**src/rtl/alu_issue_ctrl_pkg.sv**
```systemverilog
// alu_issue_ctrl_pkg: shared opcode constants, EX state encoding and the
// multicycle predicate used by both this issue block and the vector ALU.
package alu_issue_ctrl_pkg;

    localparam logic [5:0] ALU_OP_MC_A = 6'b000101;
    localparam logic [5:0] ALU_OP_MC_B = 6'b000110;
    localparam logic [5:0] ALU_OP_MC_C = 6'b000111;
    localparam logic [5:0] ALU_OP_MC_D = 6'b001000;

    localparam logic [1:0] WW_64 = 2'b11;

    typedef enum logic [1:0] {
        EX_IDLE   = 2'd0,
        EX_SINGLE = 2'd1,
        EX_MULTI  = 2'd2
    } ex_state_e;

    // The ALU picks its slow datapath with this same rule, so the issue
    // block and the ALU always agree on how long a result takes.
    function automatic logic is_multicycle(
        input logic [5:0] alu_type,
        input logic [1:0] ww
    );
        logic ab_wide;
        ab_wide = ((alu_type == ALU_OP_MC_A) || (alu_type == ALU_OP_MC_B))
                  && (ww == WW_64);
        return ab_wide || (alu_type == ALU_OP_MC_C)
                       || (alu_type == ALU_OP_MC_D);
    endfunction

endpackage

```
**src/rtl/alu_lat_counter.sv**
```systemverilog
// alu_lat_counter: remaining-cycle counter for a multicycle ALU op.
// Ports: clk, reset (sync, high), clear (flush), load/load_multi (issue),
// dec (EX in MULTI), zero_o (no cycles left).
module alu_lat_counter #(
    parameter int MULT_LAT = 4
) (
    input  logic clk,
    input  logic reset,
    input  logic clear,
    input  logic load,
    input  logic load_multi,
    input  logic dec,
    output logic zero_o
);

    localparam int CW = (MULT_LAT > 1) ? $clog2(MULT_LAT) : 1;
    localparam logic [CW-1:0] LOAD_VAL = CW'(MULT_LAT - 1);

    logic [CW-1:0] cnt_q;
    logic [CW-1:0] cnt_d;

    always_comb begin
        cnt_d = cnt_q;
        if (clear) begin
            cnt_d = '0;
        end else if (load) begin
            cnt_d = load_multi ? LOAD_VAL : '0;
        end else if (dec && (cnt_q != '0)) begin
            cnt_d = cnt_q - CW'(1);
        end
    end

    always_ff @(posedge clk) begin
        if (reset) begin
            cnt_q <= '0;
        end else begin
            cnt_q <= cnt_d;
        end
    end

    assign zero_o = (cnt_q == '0);

endmodule

```
**src/rtl/alu_issue_ctrl.sv**
```systemverilog
// alu_issue_ctrl: EX-stage issue/sequencing for the vector ALU. Registers
// ID operands into EX, holds EX for multicycle ops (stalling ID via
// id_ready), and captures alu_dout with its tags into the EX/WB register.
// Ports: clk, reset (sync, high), flush; id_* in, id_ready out; aluEN and
// EX copies to the ALU; alu_dout from the ALU; wb_* out.
// Optional ALU_STALL_CNT_EN adds stall_cnt (saturating ID stall count).
module alu_issue_ctrl
    import alu_issue_ctrl_pkg::*;
#(
    parameter int MULT_LAT = 4,
    parameter int DW       = 64
) (
    input  logic          clk,
    input  logic          reset,
    input  logic          flush,
    input  logic          id_valid,
    output logic          id_ready,
    input  logic [5:0]    id_aluType,
    input  logic [1:0]    id_ww,
    input  logic [4:0]    id_imm,
    input  logic [DW-1:0] id_oprA,
    input  logic [DW-1:0] id_oprB,
    input  logic [4:0]    id_rd,
    input  logic [2:0]    id_ppp,
    input  logic          id_wrEn,
    output logic          aluEN,
    output logic [5:0]    aluType,
    output logic [1:0]    ww,
    output logic [4:0]    imm,
    output logic [DW-1:0] oprA,
    output logic [DW-1:0] oprB,
    input  logic [DW-1:0] alu_dout,
    output logic          wb_valid,
    output logic [DW-1:0] wb_data,
    output logic [4:0]    wb_rd,
    output logic [2:0]    wb_ppp,
    output logic          wb_wrEn
`ifdef ALU_STALL_CNT_EN
    ,
    output logic [31:0]   stall_cnt
`endif
);

    ex_state_e     state_q;
    ex_state_e     state_d;

    logic [5:0]    ex_type_q;
    logic [1:0]    ex_ww_q;
    logic [4:0]    ex_imm_q;
    logic [DW-1:0] ex_a_q;
    logic [DW-1:0] ex_b_q;
    logic [4:0]    ex_rd_q;
    logic [2:0]    ex_ppp_q;
    logic          ex_wren_q;

    logic          wb_valid_q;
    logic [DW-1:0] wb_data_q;
    logic [4:0]    wb_rd_q;
    logic [2:0]    wb_ppp_q;
    logic          wb_wren_q;

    logic          cnt_zero;
    logic          done;
    logic          issue;
    logic          id_multi;

    alu_lat_counter #(
        .MULT_LAT (MULT_LAT)
    ) u_lat_cnt (
        .clk        (clk),
        .reset      (reset),
        .clear      (flush),
        .load       (issue),
        .load_multi (id_multi),
        .dec        (state_q == EX_MULTI),
        .zero_o     (cnt_zero)
    );

    always_comb begin
        id_multi = is_multicycle(id_aluType, id_ww);
        done     = (state_q == EX_SINGLE) ||
                   ((state_q == EX_MULTI) && cnt_zero);
        id_ready = (state_q == EX_IDLE) || done;
        // ID is ignored during flush so nothing slips into a killed EX.
        issue    = id_valid && id_ready && !flush;
    end

    // With MULT_LAT=1 the counter loads 0, so MULTI is done at once and
    // behaves exactly like SINGLE.
    always_comb begin
        state_d = state_q;
        if (flush) begin
            state_d = EX_IDLE;
        end else if (issue) begin
            state_d = id_multi ? EX_MULTI : EX_SINGLE;
        end else if (done) begin
            state_d = EX_IDLE;
        end
    end

    always_ff @(posedge clk) begin
        if (reset) begin
            state_q    <= EX_IDLE;
            ex_type_q  <= '0;
            ex_ww_q    <= '0;
            ex_imm_q   <= '0;
            ex_a_q     <= '0;
            ex_b_q     <= '0;
            ex_rd_q    <= '0;
            ex_ppp_q   <= '0;
            ex_wren_q  <= 1'b0;
            wb_valid_q <= 1'b0;
            wb_data_q  <= '0;
            wb_rd_q    <= '0;
            wb_ppp_q   <= '0;
            wb_wren_q  <= 1'b0;
        end else begin
            state_q <= state_d;
            if (issue) begin
                ex_type_q <= id_aluType;
                ex_ww_q   <= id_ww;
                ex_imm_q  <= id_imm;
                ex_a_q    <= id_oprA;
                ex_b_q    <= id_oprB;
                ex_rd_q   <= id_rd;
                ex_ppp_q  <= id_ppp;
                ex_wren_q <= id_wrEn;
            end
            if (flush) begin
                wb_valid_q <= 1'b0;
            end else if (done) begin
                wb_valid_q <= 1'b1;
                wb_data_q  <= alu_dout;
                wb_rd_q    <= ex_rd_q;
                wb_ppp_q   <= ex_ppp_q;
                wb_wren_q  <= ex_wren_q;
            end else begin
                wb_valid_q <= 1'b0;
            end
        end
    end

    assign aluEN    = (state_q != EX_IDLE);
    assign aluType  = ex_type_q;
    assign ww       = ex_ww_q;
    assign imm      = ex_imm_q;
    assign oprA     = ex_a_q;
    assign oprB     = ex_b_q;
    assign wb_valid = wb_valid_q;
    assign wb_data  = wb_data_q;
    assign wb_rd    = wb_rd_q;
    assign wb_ppp   = wb_ppp_q;
    assign wb_wrEn  = wb_wren_q;

`ifdef ALU_STALL_CNT_EN
    logic [31:0] stall_q;

    always_ff @(posedge clk) begin
        if (reset) begin
            stall_q <= '0;
        end else if (id_valid && !id_ready && (stall_q != '1)) begin
            stall_q <= stall_q + 32'd1;
        end
    end

    assign stall_cnt = stall_q;
`endif

endmodule

```
**config.mk**
```make
export PLATFORM = sky130hd
export DESIGN_NAME = alu_issue_ctrl
export DESIGN_NICKNAME = d
export VERILOG_FILES = /design/src/rtl/alu_issue_ctrl_pkg.sv /design/src/rtl/alu_lat_counter.sv /design/src/rtl/alu_issue_ctrl.sv
export SDC_FILE = /design/constraint.sdc
export NUM_CORES = 1
export LEC_CHECK = 0
export CORE_AREA = 2 2 171 173
export DETAILED_ROUTE_END_ITERATION = 7
export DIE_AREA = 0 0 173 175
export PLACE_DENSITY = 0.72
export SLEW_MARGIN = 20
export SYNTH_ARGS = -nofsm -noshare
export SYNTH_HDL_FRONTEND = slang
export SYNTH_HIERARCHICAL = 1
export SYNTH_SLANG_ARGS = --single-unit
```
**constraint.sdc**
```tcl
create_clock -name clk -period 4 [get_ports clk]
set_input_delay 0.8 -clock clk [delete_from_list [all_inputs] [get_ports clk]]
set_output_delay 0.8 -clock clk [all_outputs]
set_load 0.01 [all_outputs]
```
**Word-level counts from Yosys, hierarchy flattened**

Cells that the tools add are included.
Widths: inputs -> output; s select.

- Bits of input ports: 218
- Word-level logic and storage cells: 50
- Register bits after elaboration: 228
- Output and inout port bits: 217

- Mux-type cells: 7
- Bitwise logic cells: 1
- Reduce and logical (&&, ||, !) cells: 19
- Equal/unequal tests: 7
- Add/subtract/negate cells: 1

Operator list:

| cell | count |
|---|---|
| $eq 6x3->1 const B | 3 |
| $mux 2 | 6 |
| $reduce_bool 2->1 | 4 |
| $eq 6x4->1 const B | 1 |
| $logic_and 1x1->1 | 5 |
| $logic_or 1x1->1 | 5 |
| $eq 2x2->1 const B | 2 |
| $logic_not 2->1 | 2 |
| $eq 2x1->1 const B | 1 |
| $reduce_and 2->1 | 1 |
| $reduce_or 2->1 | 1 |
| $sub 2x1->2 const B | 1 |
| $logic_not 1->1 | 1 |
| $mux 1 | 1 |
| $not 1->1 | 1 |

**Logic depth before layout (Yosys ltp)**

- Depth after elaboration: 7
- Mapped depth: 9
- Gate-level depth less buffers: 6

**Modules after synthesis**

Netlist, hierarchy kept.

Modules (own cells, without submodules):

| module | cells an instance | area each (um2) | seq. area each (um2) | times used |
|---|---|---|---|---|
| alu_issue_ctrl | 744 | 8122.8 | 4524.3 | 1 |
| alu_lat_counter | 12 | 123.9 | 40.0 | 1 |

**Worst setup path before layout**

Ideal clock, no wire load.

- Path type: input-to-reg
- Start point: input id_aluType[0]
- End point: register u_lat_cnt.cnt_q[0]
- Cell stages on the path: 6
- Setup time: 0.058 ns
- Data arrival time: 1.885 ns
- Path slack: 2.057 ns
- Required time: 3.942 ns
- Path buffers: 0
- Cell sequence: nor4b_1 -> a211oi_2 -> nor3_1 -> inv_1 -> a211oi_2 -> o21a_1

- Longest elaborated chain between the ends: 7
- Elaborated cells on any way between the ends: 10
- Classes of those cells: 4 x eq/ne; 2 x mux; 4 x reduce/logical

RTL lines:

| item | line | RTL |
|---|---|---|
| start, declared | alu_issue_ctrl.sv:18 | `input logic [5:0] id_aluType,` |
| $eq 6x3->1 | alu_issue_ctrl_pkg.sv:25 | `ab_wide = ((alu_type == ALU_OP_MC_A) \|\| (alu_type == ALU_OP_MC_B))` |
| $logic_or 1x1->1 | alu_issue_ctrl_pkg.sv:25 |  |
| $logic_and 1x1->1 | alu_issue_ctrl_pkg.sv:26 | `&& (ww == WW_64);` |
| $logic_or 1x1->1 | alu_issue_ctrl_pkg.sv:27 | `return ab_wide \|\| (alu_type == ALU_OP_MC_C)` |
| $logic_or 1x1->1 * | alu_issue_ctrl_pkg.sv:28 | `\|\| (alu_type == ALU_OP_MC_D);` |
| net id_multi | alu_issue_ctrl.sv:65 | `logic id_multi;` |
| $mux 2 * | alu_lat_counter.sv:27 | `cnt_d = load_multi ? LOAD_VAL : '0;` |
| $mux 2 * | alu_lat_counter.sv:26 | `end else if (load) begin` |
| end signal, assigned | alu_lat_counter.sv:37 | `cnt_q <= cnt_d;` |
| end, declared | alu_lat_counter.sv:19 | `logic [CW-1:0] cnt_q;` |

Mark *: on every way through the listed nets, which the timed path passes. The rest lies on a longest branch.
A chain may end at the register's enable or synchronous reset.

**Worst setup path after layout**

- Start point: register u_lat_cnt.cnt_q[0]
- End point: output id_ready

- Longest elaborated chain between the ends: 4

RTL lines:

| item | line | RTL |
|---|---|---|
| $logic_not 2->1 | alu_lat_counter.sv:41 | `assign zero_o = (cnt_q == '0);` |
| net cnt_zero | alu_issue_ctrl.sv:62 | `logic cnt_zero;` |
| $logic_and 1x1->1 | alu_issue_ctrl.sv:82 | `((state_q == EX_MULTI) && cnt_zero);` |
| $logic_or 1x1->1 | alu_issue_ctrl.sv:81 | `done = (state_q == EX_SINGLE) \|\|` |
| $logic_or 1x1->1 | alu_issue_ctrl.sv:83 | `id_ready = (state_q == EX_IDLE) \|\| done;` |
| end, declared | alu_issue_ctrl.sv:17 | `output logic id_ready,` |

The timed path passes the listed nets, and every way through them passes these cells.

==> summary.md <==
For the logic gate share of total power, the log shows 13.0%. The run gives 26 as the clock buffer count from CTS. The detailed placer's ending HPWL was 18000 um; the max-cap check violation count was 0. Entering global routing, the biggest net connects 112 pins. Critical hold path startpoint: wb_data[56].

For the number of max-slew violations in the final report, the log shows 0. After clock tree synthesis, the clock-pin slew on the worst setup and hold paths is 60 ps. At the pin with the least slew margin, the transition time is 876 ps.

The biggest area contributor in the post-synthesis netlist is sky130_fd_sc_hd__dfxtp_1. Power spread over the standard cell area amounts to 399 nW/um^2. The number of hold buffers added after cts was 0; the area overhead of the layout relative to synthesis was 66.9%. The internal power of the cells totals 4.26 mW. The number of vias per cell after detailed routing is 4.30. The first element of the critical path is u_lat_cnt/cnt_q[0].

The normalized max-slew margin is 41.6%, and the share of layout cells above drive strength 1 is 5.17%. After the first detailed-routing iteration, the DRC count stood at 197. The logs give 2000 ps for the critical path data arrival time and 38300 um for the wire length of the first global-routing pass. The count of port buffers added during placement came out at 434. Once routing completed, OpenROAD measured the worst setup slack at 1200 ps. The number of hold violations in the final report was 0. Summed over all layers, the routed wires come to 24800 um. The number of nets in the synthesized netlist is 975.

For this configuration, the core starts out at a cell density of 29.0%. The synthesized area divided by synthesized cell count works out to 10.9 sq um. The clock network is responsible for 43.2% of the overall power.

Sorting the synthesized cells by how often they occur yields sky130_fd_sc_hd__dfxtp_1 (228), sky130_fd_sc_hd__mux2i_1 (224), sky130_fd_sc_hd__nor2_1 (223). The worst setup path is launched from a flop. The floorplan step defined a die boundary enclosing 30300 sq um. Summed over all cells, the static leakage comes to 5.12 nW. The final route contains 6817 vias.

Pin placement for this block handled 435 I/O pins. The worst setup slack before clock tree synthesis was 1120 ps. By area the synthesized netlist is led by sky130_fd_sc_hd__dfxtp_1 (55%), sky130_fd_sc_hd__mux2i_1 (27%), sky130_fd_sc_hd__nor2_1 (10%).

The clock arrives with 14.1 ps of skew. For the initial antenna violation count, the log shows 1. The period utilization works out to 69.9%. Static timing analysis puts the maximum clock frequency at 0.358 GHz. The count of flip-flops with a built-in enable after synthesis is 0, and the global-route usage over all layers is 15.6%. The worst setup path category was flop to output port.

At the worst endpoint, the required time is 3200 ps. The reg-to-reg startpoint is u_lat_cnt/cnt_q[0]. Among all cell types in the netlist, the one instantiated most often is sky130_fd_sc_hd__dfxtp_1. The wire length per cell came out at 15.6 um. The number of rows created at floorplan was 62; the final critical-path required period was 2800 ps. The post-synthesis instance area is 8250 sq um. The maximum net fanout on the critical path came out at 4. The most frequently used flop master after synthesis is sky130_fd_sc_hd__dfxtp_1.

After detailed routing, the number of remaining DRC violations is 0. For the core footprint, the log shows 28400 sq um. The count of distinct cell types in the synthesized netlist is 28, and the CTS sink count is 228. The worst vdd rail ir drop is 0.276 mV, and the fraction of power spent switching nets is 22.6%. The design draws 5.50 mW. The tools report the element type at the critical path end as an output port. For the post-layout utilization of the core, the log shows 48.5%. The accumulated negative setup slack came out at 0 ps. TritonCTS built the clock tree. At the end of the flow, the number of nets in the layout was 1402. After synthesis the netlist holds a flip-flop and latch count of 228.

The clock passes through at most 3 buffers. For this run, the register share of the synthesized area comes to 55.3%. The total net switching power is 1.24 mW.

The total of warnings raised by yosys is 6, and the async set or reset register ratio after synthesis is 0%. Sequential cells burn 43.9% of the power. The die is 175 um tall. Setup violations remaining at the end of the flow were counted as 0.

The run gives 5 as the number of iterations in the first detailed-routing pass. The final RePlAce weighted congestion is 0.780, and the floorplan die width is 173 um. The clock latency reported for the late side of the worst-skew pair came out at 520 ps. For the via count of the first global-routing pass, the log shows 6787. Global routing finished with a remaining overflow of 0. The run finished with clean final reports. In this run the post-CTS setup repair buffer count came out at 0. The number of gates resized after CTS was 0.

The class of the most critical hold timing path is flop to flop. Synthesis produced a netlist whose cell count is 756. Setup repair after global routing left no endpoint under its margin. The top-area cell type share of the netlist area came out at 55.3%. Clock tree synthesis selected as its root buffer the cell sky130_fd_sc_hd__clkbuf_16.

For the count of H-tree levels built during CTS, the log shows 1. In this run the remaining antenna-violating nets after routing total 0.
==> state kept, by name (all words and copies together), names as in the netlist <==
signal / count
aluType: 6
ex_ppp_q: 3
ex_rd_q: 5
ex_wren_q: 1
imm: 5
oprA: 64
oprB: 64
state_q: 2
u_lat_cnt/cnt_q: 2
wb_data: 64
wb_ppp: 3
wb_rd: 5
wb_valid: 1
wb_wrEn: 1
ww: 2
==> per-stage QoR <==
step | hold slack, ps | instance area (sq um) | instances
4_1_cts | 494 | 13800 | 1584
3_3_place_gp | 470 | 12900 | 1539
5_1_grt | 518 | 13800 | 1585
2_1_floorplan | 460 | 8250 | 756
6_report | 489 | 13800 | 1585
3_5_place_dp | 477 | 12900 | 1539
==> logic make-up after synthesis <==
family | after synthesis | share of synthesized area, %
simple gates | 239 | 11.5
flops | 228 | 55.3
mux | 224 | 27.2
buf+inv | 53 | 4.63
compound gates | 10 | 1.11
xor+xnor | 1 | 0.106
fa+ha+maj | 1 | 0.152
==> final cells by class <==
| cell class | instances | area [sq um] |
|---|---|---|
| inverter | 3 | 11.3 |
| clock buffer | 38 | 767 |
| fill | 2644 | 14600 |
| antenna | 1 | 2.50 |
| timing repair buffer | 449 | 4520 |
| clock inverter | 7 | 93.8 |
| tap | 384 | 480 |
| sequential | 228 | 4560 |
| multi-input combinational | 475 | 3320 |
==> cells in the final DEF (no fill, tap or decap), drive strengths merged, types with 2 or more instances in the layout <==
cell type      instances
clkbuf                38
clkdlybuf4s50        433
buf                   16
nand2b                 4
a21oi                  2
inv                    4
a211oi                 2
o21a                   2
mux2i                224
bufinv                 2
nor2                 223
dfxtp                228
nor2b                  4
clkinv                 3
nand2                  2
==> power by group through the flow <==
stage                     clock, mW  sequential, mW  combinational, mW
after global placement            0            2.46              0.709
after floorplan                   0            2.49              0.243
final                          2.37            2.41              0.713
after CTS                      2.44            2.41              0.722
after global routing           2.53            2.42              0.763
after detailed placement          0            2.46              0.718
==> worst paths after layout <==
path	end	slack, ps	cells after the start
hold reg to reg	wb_data[56]	490	2
setup / recovery	id_ready	1200	5
hold / removal	wb_data[56]	490	2
setup reg to reg	wb_data[45]	1940	7
==> critical path, stage by stage, from the launching register on <==
cell and delay, ps:
sky130_fd_sc_hd__dfxtp_1 290, sky130_fd_sc_hd__inv_1 70, sky130_fd_sc_hd__ha_1 250, sky130_fd_sc_hd__nand2b_1 140
sky130_fd_sc_hd__nand2_1 120, sky130_fd_sc_hd__clkdlybuf4s50_1 600
==> routing by layer <==
metal / routed length, um / vias up / track usage (%) / share of wire (%)
li1: - / 3372 / - / -
met1: 10200 / 3171 / 18.1 / 41
met2: 12500 / 235 / 28.0 / 50
met3: 1510 / 39 / 4.18 / 6.1
met4: 601 / 0 / 4.38 / 2.4
met5: 0 / - / 0 / 0
No activity file was read; power rests on OpenSTA's default activity.
